$ cat config.mk
export PLATFORM = sky130hd
export DESIGN_NAME = flag_unit_flat
export DESIGN_NICKNAME = d
export VERILOG_FILES = /design/src/rtl/flag_pkg.sv /design/src/rtl/flag_unit_if.sv /design/src/rtl/flag_stack.sv /design/src/rtl/flag_unit.sv /design/src/flat_wrapper.sv
export SDC_FILE = /design/constraint.sdc
export NUM_CORES = 1
export LEC_CHECK = 0
export CAP_MARGIN = 20
export CORE_MARGIN = 5
export CORE_UTILIZATION = 47
export CTS_BUF_LIST = sky130_fd_sc_hd__clkbuf_8
export DETAILED_ROUTE_END_ITERATION = 6
export GPL_TIMING_DRIVEN = 0
export PLACE_DENSITY = 0.82
export SETUP_SLACK_MARGIN = 0.15
export SYNTH_ARGS = -nofsm -noshare
export SYNTH_HDL_FRONTEND = slang
export SYNTH_SLANG_ARGS = --single-unit
$ cat constraint.sdc
create_clock -name clk -period 4.12 [get_ports clk]
set_input_delay 1.03 -clock clk [delete_from_list [all_inputs] [get_ports clk]]
set_output_delay 1.03 -clock clk [all_outputs]
set_load 0.01 [all_outputs]
$ cat src/rtl/flag_pkg.sv
// Shared flag definitions for the ALU, branch unit and flag unit.
// Also defines the stack operation code that passes from the flag register to its shadow stack.
package flag_pkg;
  localparam int NFLAGS_DEF = 3;
  localparam int FLAG_Z     = 2;
  localparam int FLAG_V     = 1;
  localparam int FLAG_N     = 0;

  typedef enum logic [1:0] {
    OP_NONE = 2'd0,
    OP_PUSH = 2'd1,
    OP_POP  = 2'd2,
    OP_SWAP = 2'd3
  } stk_op_t;
endpackage

$ cat src/rtl/flag_unit_if.sv
// Flag unit port bundle: write/save/restore controls in, flags and stack status out.
// Purely combinational wiring; there is no handshake and no backpressure.
interface flag_unit_if import flag_pkg::*; #(
  parameter int NFLAGS = NFLAGS_DEF,
  parameter int DEPTH  = 4
);
  localparam int CW = $clog2(DEPTH + 1);

  logic [NFLAGS-1:0] wen;
  logic [NFLAGS-1:0] flags_in;
  logic              save;
  logic              restore;
  logic              err_clr;
  logic [NFLAGS-1:0] flags_out;
  logic [NFLAGS-1:0] flags_fwd;
  logic [CW-1:0]     depth_cnt;
  logic              full;
  logic              empty;
  logic              ovf_err;
  logic              unf_err;

  modport master (
    output wen, flags_in, save, restore, err_clr,
    input  flags_out, flags_fwd, depth_cnt, full, empty, ovf_err, unf_err
  );

  modport slave (
    input  wen, flags_in, save, restore, err_clr,
    output flags_out, flags_fwd, depth_cnt, full, empty, ovf_err, unf_err
  );
endinterface

$ cat src/rtl/flag_stack.sv
// LIFO shadow stack with push/pop/swap; one-cycle update, top and status are combinational from state.
// No backpressure: the caller must not push when full or pop/swap when empty.
module flag_stack import flag_pkg::*; #(
  parameter int  W     = NFLAGS_DEF,
  parameter int  DEPTH = 4,
  localparam int CW    = $clog2(DEPTH + 1)
) (
  input  logic          clk,
  input  logic          rst,
  input  stk_op_t       op,
  input  logic [W-1:0]  din,
  output logic [W-1:0]  top,
  output logic [CW-1:0] depth_cnt,
  output logic          full,
  output logic          empty
);
  logic [W-1:0] mem [DEPTH];

  always_ff @(posedge clk or negedge rst) begin
    if (!rst) begin
      depth_cnt <= '0;
      for (int i = 0; i < DEPTH; i++) mem[i] <= '0;
    end else begin
      case (op)
        OP_PUSH: depth_cnt <= depth_cnt + CW'(1);
        OP_POP:  depth_cnt <= depth_cnt - CW'(1);
        default: depth_cnt <= depth_cnt;
      endcase
      // Push writes the slot just above the top; swap overwrites the top itself.
      for (int i = 0; i < DEPTH; i++) begin
        if ((op == OP_PUSH && depth_cnt == CW'(i)) ||
            (op == OP_SWAP && depth_cnt == CW'(i + 1)))
          mem[i] <= din;
      end
    end
  end

  always_comb begin
    top = '0;
    for (int i = 0; i < DEPTH; i++) begin
      if (depth_cnt == CW'(i + 1)) top = mem[i];
    end
  end

  assign full  = (depth_cnt == CW'(DEPTH));
  assign empty = (depth_cnt == '0);
endmodule

$ cat src/rtl/flag_unit.sv
// Condition-flag register with per-bit enables, same-cycle forwarding and a save/restore shadow stack.
// Flags update one cycle after write/restore; flags_fwd is combinational. No backpressure; misuse sets sticky errors.
module flag_unit import flag_pkg::*; #(
  parameter int NFLAGS = NFLAGS_DEF,
  parameter int DEPTH  = 4,
  parameter int BYPASS = 1
) (
  input logic        clk,
  input logic        rst,
  flag_unit_if.slave bus
);
  localparam int CW = $clog2(DEPTH + 1);

  logic [NFLAGS-1:0] flags;
  logic [NFLAGS-1:0] written;
  logic [NFLAGS-1:0] top;
  logic [CW-1:0]     depth_cnt;
  logic              full;
  logic              empty;
  logic              ovf_err;
  logic              unf_err;
  logic              accept_pop;
  stk_op_t           op;

  // A restore that finds an entry takes priority over any flag write.
  assign accept_pop = bus.restore && !empty;
  assign written    = (flags & ~bus.wen) | (bus.flags_in & bus.wen);

  always_comb begin
    op = OP_NONE;
    if (accept_pop)
      op = bus.save ? OP_SWAP : OP_POP;
    else if (bus.save && !full)
      op = OP_PUSH;
  end

  flag_stack #(.W(NFLAGS), .DEPTH(DEPTH)) u_stack (
    .clk       (clk),
    .rst       (rst),
    .op        (op),
    .din       (flags),
    .top       (top),
    .depth_cnt (depth_cnt),
    .full      (full),
    .empty     (empty)
  );

  always_ff @(posedge clk or negedge rst) begin
    if (!rst) begin
      flags   <= '0;
      ovf_err <= 1'b0;
      unf_err <= 1'b0;
    end else begin
      flags   <= accept_pop ? top : written;
      // Save while full with a pending pop is a swap, not an overflow.
      ovf_err <= (bus.save && !bus.restore && full) || (ovf_err && !bus.err_clr);
      unf_err <= (bus.restore && empty) || (unf_err && !bus.err_clr);
    end
  end

  always_comb begin
    bus.flags_fwd = flags;
    if (BYPASS != 0 && !accept_pop) bus.flags_fwd = written;
  end

  assign bus.flags_out = flags;
  assign bus.depth_cnt = depth_cnt;
  assign bus.full      = full;
  assign bus.empty     = empty;
  assign bus.ovf_err   = ovf_err;
  assign bus.unf_err   = unf_err;
endmodule

$ cat src/flat_wrapper.sv
// flat-port wrapper written by rule: the top's interface ports become plain ports
module flag_unit_flat import flag_pkg::*;
#(
  parameter int NFLAGS = NFLAGS_DEF,
  parameter int DEPTH  = 4,
  parameter int BYPASS = 1
)
  (clk, rst, bus_wen, bus_flags_in, bus_save, bus_restore, bus_err_clr, bus_flags_out, bus_flags_fwd, bus_depth_cnt, bus_full, bus_empty, bus_ovf_err, bus_unf_err);
  flag_unit_if #(.NFLAGS(NFLAGS), .DEPTH(DEPTH)) bus_i ();
  input logic clk;
  input logic rst;
  input wire logic [$bits(bus_i.wen)-1:0] bus_wen;
  input wire logic [$bits(bus_i.flags_in)-1:0] bus_flags_in;
  input wire logic [$bits(bus_i.save)-1:0] bus_save;
  input wire logic [$bits(bus_i.restore)-1:0] bus_restore;
  input wire logic [$bits(bus_i.err_clr)-1:0] bus_err_clr;
  output wire logic [$bits(bus_i.flags_out)-1:0] bus_flags_out;
  output wire logic [$bits(bus_i.flags_fwd)-1:0] bus_flags_fwd;
  output wire logic [$bits(bus_i.depth_cnt)-1:0] bus_depth_cnt;
  output wire logic [$bits(bus_i.full)-1:0] bus_full;
  output wire logic [$bits(bus_i.empty)-1:0] bus_empty;
  output wire logic [$bits(bus_i.ovf_err)-1:0] bus_ovf_err;
  output wire logic [$bits(bus_i.unf_err)-1:0] bus_unf_err;
  assign bus_i.wen = bus_wen;
  assign bus_i.flags_in = bus_flags_in;
  assign bus_i.save = bus_save;
  assign bus_i.restore = bus_restore;
  assign bus_i.err_clr = bus_err_clr;
  assign bus_flags_out = bus_i.flags_out;
  assign bus_flags_fwd = bus_i.flags_fwd;
  assign bus_depth_cnt = bus_i.depth_cnt;
  assign bus_full = bus_i.full;
  assign bus_empty = bus_i.empty;
  assign bus_ovf_err = bus_i.ovf_err;
  assign bus_unf_err = bus_i.unf_err;
  flag_unit #(.NFLAGS(NFLAGS), .DEPTH(DEPTH), .BYPASS(BYPASS)) u_core (.clk(clk), .rst(rst), .bus(bus_i));
endmodule
# == Word-level counts from Yosys, hierarchy flattened ==
# Index checks and enable logic that the tools add are counted.
# totals
reg_bits,20
inputBits,11
output_inout_bits,13
elab_cells,58
# classes
addsub,2
eq_ne,7
muxes,10
bitwise_logic,4
n_reduce_logical,27
# op_table
op,n
two-way mux 3 bit,6
logical AND 1 bit,15
AND 3 bit,2
== test 3 x 2 -> 1 bit (second input constant),2
logical OR 1 bit,6
case mux 3 bit (2 select lines),1
== test 2 bit (second input constant),2
logical NOT 1 bit,4
adder 3 x 1 -> 3 bit (second input constant),1
== test 3 x 1 -> 1 bit (second input constant),1
== test 3 bit (second input constant),1
logical NOT 3 bit,1
NOT 3 bit,1
OR 3 bit,1
subtractor 3 x 1 -> 3 bit (second input constant),1
== test 2 x 1 -> 1 bit (second input constant),1
two-way mux 1 bit,2
two-way mux 2 bit,1
nonzero test 2 bit,1

# == Depth between registers and ports, before layout ==
# depth
ltp_word,8
depth_mapped,7

# == By module ==
# A second synthesis with hierarchy kept.
# unflattened
hier_cells,103
hier_area_um2,1163.6
# modules_own_cells
mod,n_inst,cells_per_inst,area_per_inst_um2,seq_area_each_um2
flag_stack,1,74,874.6,375.4
flag_unit,1,29,289.0,125.1

# == Worst setup path after synthesis ==
# Ideal clock, no wire load.
# synth_path
path_kind,input to output
startpoint,input port bus_restore
endpoint,output port bus_flags_fwd[0]
arrival_ns,1.717
required_time_ns,3.090
path_slack_ns,1.373
cell_stages,4
path_buffers,1
path_cell_list,buf_4 nand2_1 nand2_1 mux2_2
# synth_between
elab_chain_cells,2
# synth_lines
item,line_no,source
"start, declared",flat_wrapper.sv:15,input wire logic [$bits(bus_i.restore)-1:0] bus_restore;
logical AND 1 bit,flag_unit.sv:26,assign accept_pop = bus.restore && !empty;
two-way mux 3 bit,flag_unit.sv:63,if (BYPASS != 0 && !accept_pop) bus.flags_fwd = written;
"end, declared",flat_wrapper.sv:18,output wire logic [$bits(bus_i.flags_fwd)-1:0] bus_flags_fwd;
# No other way between the ends.

# == Worst setup path in the final report ==
# layout_path
startpoint,register u_core.u_stack.depth_cnt[1]
endpoint,output port bus_flags_fwd[2]
# layout_between
elab_chain_cells,4
# layout_lines
item,line_no,source
"start, declared",flag_stack.sv:13,"output logic [CW-1:0] depth_cnt,"
"start signal, assigned",flag_stack.sv:25,OP_PUSH: depth_cnt <= depth_cnt + CW'(1);
"start signal, assigned",flag_stack.sv:26,OP_POP: depth_cnt <= depth_cnt - CW'(1);
"start signal, assigned",flag_stack.sv:27,default: depth_cnt <= depth_cnt;
logical NOT 3 bit,flag_stack.sv:46,assign empty = (depth_cnt == '0);
logical NOT 1 bit,flag_unit.sv:26,
logical AND 1 bit,flag_unit.sv:26,
two-way mux 3 bit,flag_unit.sv:63,
# No other way between the ends.

==> out/qor.yml <==
timing:
  finalSetupTns_ns: 0
  tightest_slew_ns: 0.8931
  timing.final.crit_share: 0.8564
  slew_headroom: 0.4028
  setup_viol: 0
  hold_violations: 0
  hold_ws_ns: 0.4994
  rsz0062_at_grt: "no"
  period_needed_ns: 3.528
  clock_skew_ns: 0.002476
  fmax_mhz: 283.4
  finalMaxSlewViolations: 0
logic_synthesis:
  ys_async_sr_fraction: 1.000
  yosys.cell_types.count: 35
  syn_area_per_cell_um2: 10.55
  synth_edf_count: 0
  synthesis.nets: 135
  ys_ff_latch: 20
  synthFlopType: "dfrtp_1"
  synth_area_um2: 1245
  ys_seq_area_frac: 0.4020
  synthCells: 118
  yosysWarnings: 0
clock_network:
  clk_root_buffer_cell: "clkbuf_8"
  cts_resized: 0
  cts_made_buffers: 3
  hold_buffers: 0
  clock_sinks: 20
  cts.clk_slew.worst_paths_ns: 0.08
  clkLatencyLatePin_ns: 0.26
  clockBufferDepth: 2
  cts_max_level: 1
  tritoncts: "built"
  cts_setup_buffers: 0
drt:
  viasPerCell: 5.822
  drt-pass1-iter-count: 4
  vias: 1013
  drtIter0Drc: 47
  drc: 0
  postRouteWirelength_um: 2959
  wl_per_cell_um: 17.01
  final_antenna_net_count: 0
hold_path:
  hp-class: "flop to flop"
  hp-start: "u_core.u_stack.mem[0]$_DFFE_PN0P_"
  holdPathStages: 1
  hold_end: "u_core.u_stack.mem[0]$_DFFE_PN0P_"
setup_path:
  cp-start-kind: "flop"
  cpPeakStageDelay_ns: 0.48
  rr_endpoint: "u_core.u_stack.mem[2]$_DFFE_PN0P_"
  worstPathArrival_ns: 2.50
  r2r_slack_ns: 2.14
  worstSetupPathType: "flop to output pin"
  crit_top_cell: "nand2_1"
  endpoint_kind: "output pin"
  r2r_start: "u_core.u_stack.depth_cnt[2]$_DFFE_PN0P_"
  r2r_cells: 7
  worst_ep_required_time_ns: 3.09
  cp_max_fo: 7
  path_cells: "inv_1, ha_1, nand2b_1, nand2_1, nand2_1, mux2_2, clkdlybuf4s50_1"
  cp_slowest_cell: "clkdlybuf4s50_1"
placement:
  place_area_um2: 1503
  gp_congestion: 0.7913
  hpwl_um: 2206
  io_buffers: 22
outcome:
  outcome: "finished, final reports clean"
layout:
  syn2layout_area_growth_pct: 26.43
  drive_above_1_share: 0.2222
  final_nets: 162
  diodes: 0
  fillerInstances: 206
  fin_area_um2: 1574
floorplan:
  coreArea_um2: 2500
  start_util: 0.4980
  die-area_um2: 3778
  die_width_um: 61.47
  die_height_um: 61.47
  ios: 24
  num_rows: 18
power:
  total_leakage_power_nw: 0.6825
  vdd_ir_drop_max_uv: 488.3
  p_per_area_nw_per_um2: 737.9
grt:
  grt-ovfl-total: 0
  antenna_found_initial: 0
  grt_start_max_net_pins: 21
  grt_pass1_wl_um: 5071
  grt_use_total: 0.1823
  grt_pass1_vias: 1097
flow_run:
  cap_violations: 0
## power breakdown
group | switching (mW) | total [mW] | internal [mW] | leakage (nW)
logic | 0.289 | 0.600 | 0.312 | 0.393
clock network | 0.0689 | 0.199 | 0.130 | 0.0357
registers | 0.0772 | 0.362 | 0.285 | 0.254
total | 0.435 | 1.16 | 0.726 | 0.682
## state kept, by name (all words and copies together) (netlist names)
| name | flops |
|---|---|
| u_core.bus.flags_out | 3 |
| u_core.bus.ovf_err | 1 |
| u_core.bus.unf_err | 1 |
| u_core.u_stack.depth_cnt | 3 |
| u_core.u_stack.mem | 12 |
## placed cells by master (no fill, tap or decap), types with 2 or more instances in the layout
master,n
buf_2,3
ha_1,6
clkbuf_8,3
a211oi_1,2
dfrtp_1,20
clkdlybuf4s50_1,22
nor2b_1,2
a32o_1,3
mux2_2,15
a221oi_1,3
mux2_1,3
nand2b_1,3
o21ai_0,6
nand3b_1,2
nand3_1,4
a21oi_1,2
inv_1,6
nand2_1,19
## kinds of logic (layout without fill, tap and decap cells)
group | after synthesis | in the layout | share of synthesized area
XOR/XNOR | 1 | 1 | 0.007036
flip-flops | 20 | 20 | 0.4020
AO/OA/AOI/OAI | 23 | 23 | 0.1467
AND/OR/NAND/NOR | 37 | 37 | 0.1648
adder cells (fa/ha/maj) | 6 | 6 | 0.06030
multiplexers | 19 | 19 | 0.1709
buffers and inverters | 12 | 38 | 0.04824
## synthesized netlist by cell type, types with 2 or more instances
| library cell | number | area share |
|---|---|---|
| a211oi_1 | 2 | 0.012 |
| a221oi_1 | 3 | 0.021 |
| a32o_1 | 3 | 0.024 |
| o21ai_0 | 6 | 0.024 |
| ha_1 | 6 | 0.060 |
| nor2b_1 | 2 | 0.010 |
| mux2_1 | 3 | 0.027 |
| a21oi_1 | 2 | 0.0080 |
| mux2_2 | 15 | 0.14 |
| dfrtp_1 | 20 | 0.40 |
| nand3_1 | 4 | 0.016 |
| nand3b_1 | 2 | 0.012 |
| nand2_1 | 19 | 0.057 |
| nand2b_1 | 3 | 0.015 |
| buf_2 | 3 | 0.012 |
| inv_1 | 6 | 0.018 |
## worst max-delay path: cells and delay by family, from the launching register on
family | cells | cell delay [ns]
fa+ha+maj | 1 | 0.25
simple gates | 3 | 0.56
buf+inv | 2 | 0.62
flops | 1 | 0.46
mux | 1 | 0.33
## layer usage
layer,share of wire,track usage,up-vias
met1,0.42,0.2139,511
met5,0,0,-
met2,0.51,0.3278,23
met4,0.018,0.04545,0
met3,0.048,0.05031,7
li1,-,-,472
## layout make-up
cell class              count  area, um2  area share
multi-input cells          86      684.4      0.4348
clock buffers               3      41.29     0.02623
well taps                  30      37.54     0.02385
plain buffers               6      37.54     0.02385
inverters                   6      22.52     0.01431
repair buffers             22      220.2      0.1399
flip-flops and latches     20      500.5      0.3180
clock inverters             1      30.03     0.01908
## stage by stage
step                power (mW)  utilization  worst slack (ns)  instances
CTS                      1.171       0.6296            0.6010        174
global route             1.255       0.6296            0.4298        174
finish                   1.161       0.6296            0.5915        174
detailed placement      0.9669       0.6011            0.7416        170
floorplan               0.7417            -             1.373        118
global placement        0.9347       0.6011            0.7511        170
## worst max-delay path by stage
stage	start	endpoint	slack (ns)	depth (start not counted)
finish	u_core.u_stack.depth_cnt[1]$_DFFE_PN0P_	bus_flags_fwd[2]	0.59	7
global route	u_core.u_stack.depth_cnt[1]$_DFFE_PN0P_	bus_flags_fwd[2]	0.43	7
detailed placement	bus_wen[2]	bus_flags_fwd[2]	0.74	4
CTS	u_core.u_stack.depth_cnt[1]$_DFFE_PN0P_	bus_flags_fwd[2]	0.60	7
global placement	bus_wen[2]	bus_flags_fwd[2]	0.75	4
floorplan	bus_restore	bus_flags_fwd[0]	1.37	4
(Power assumes the default switching activity.)
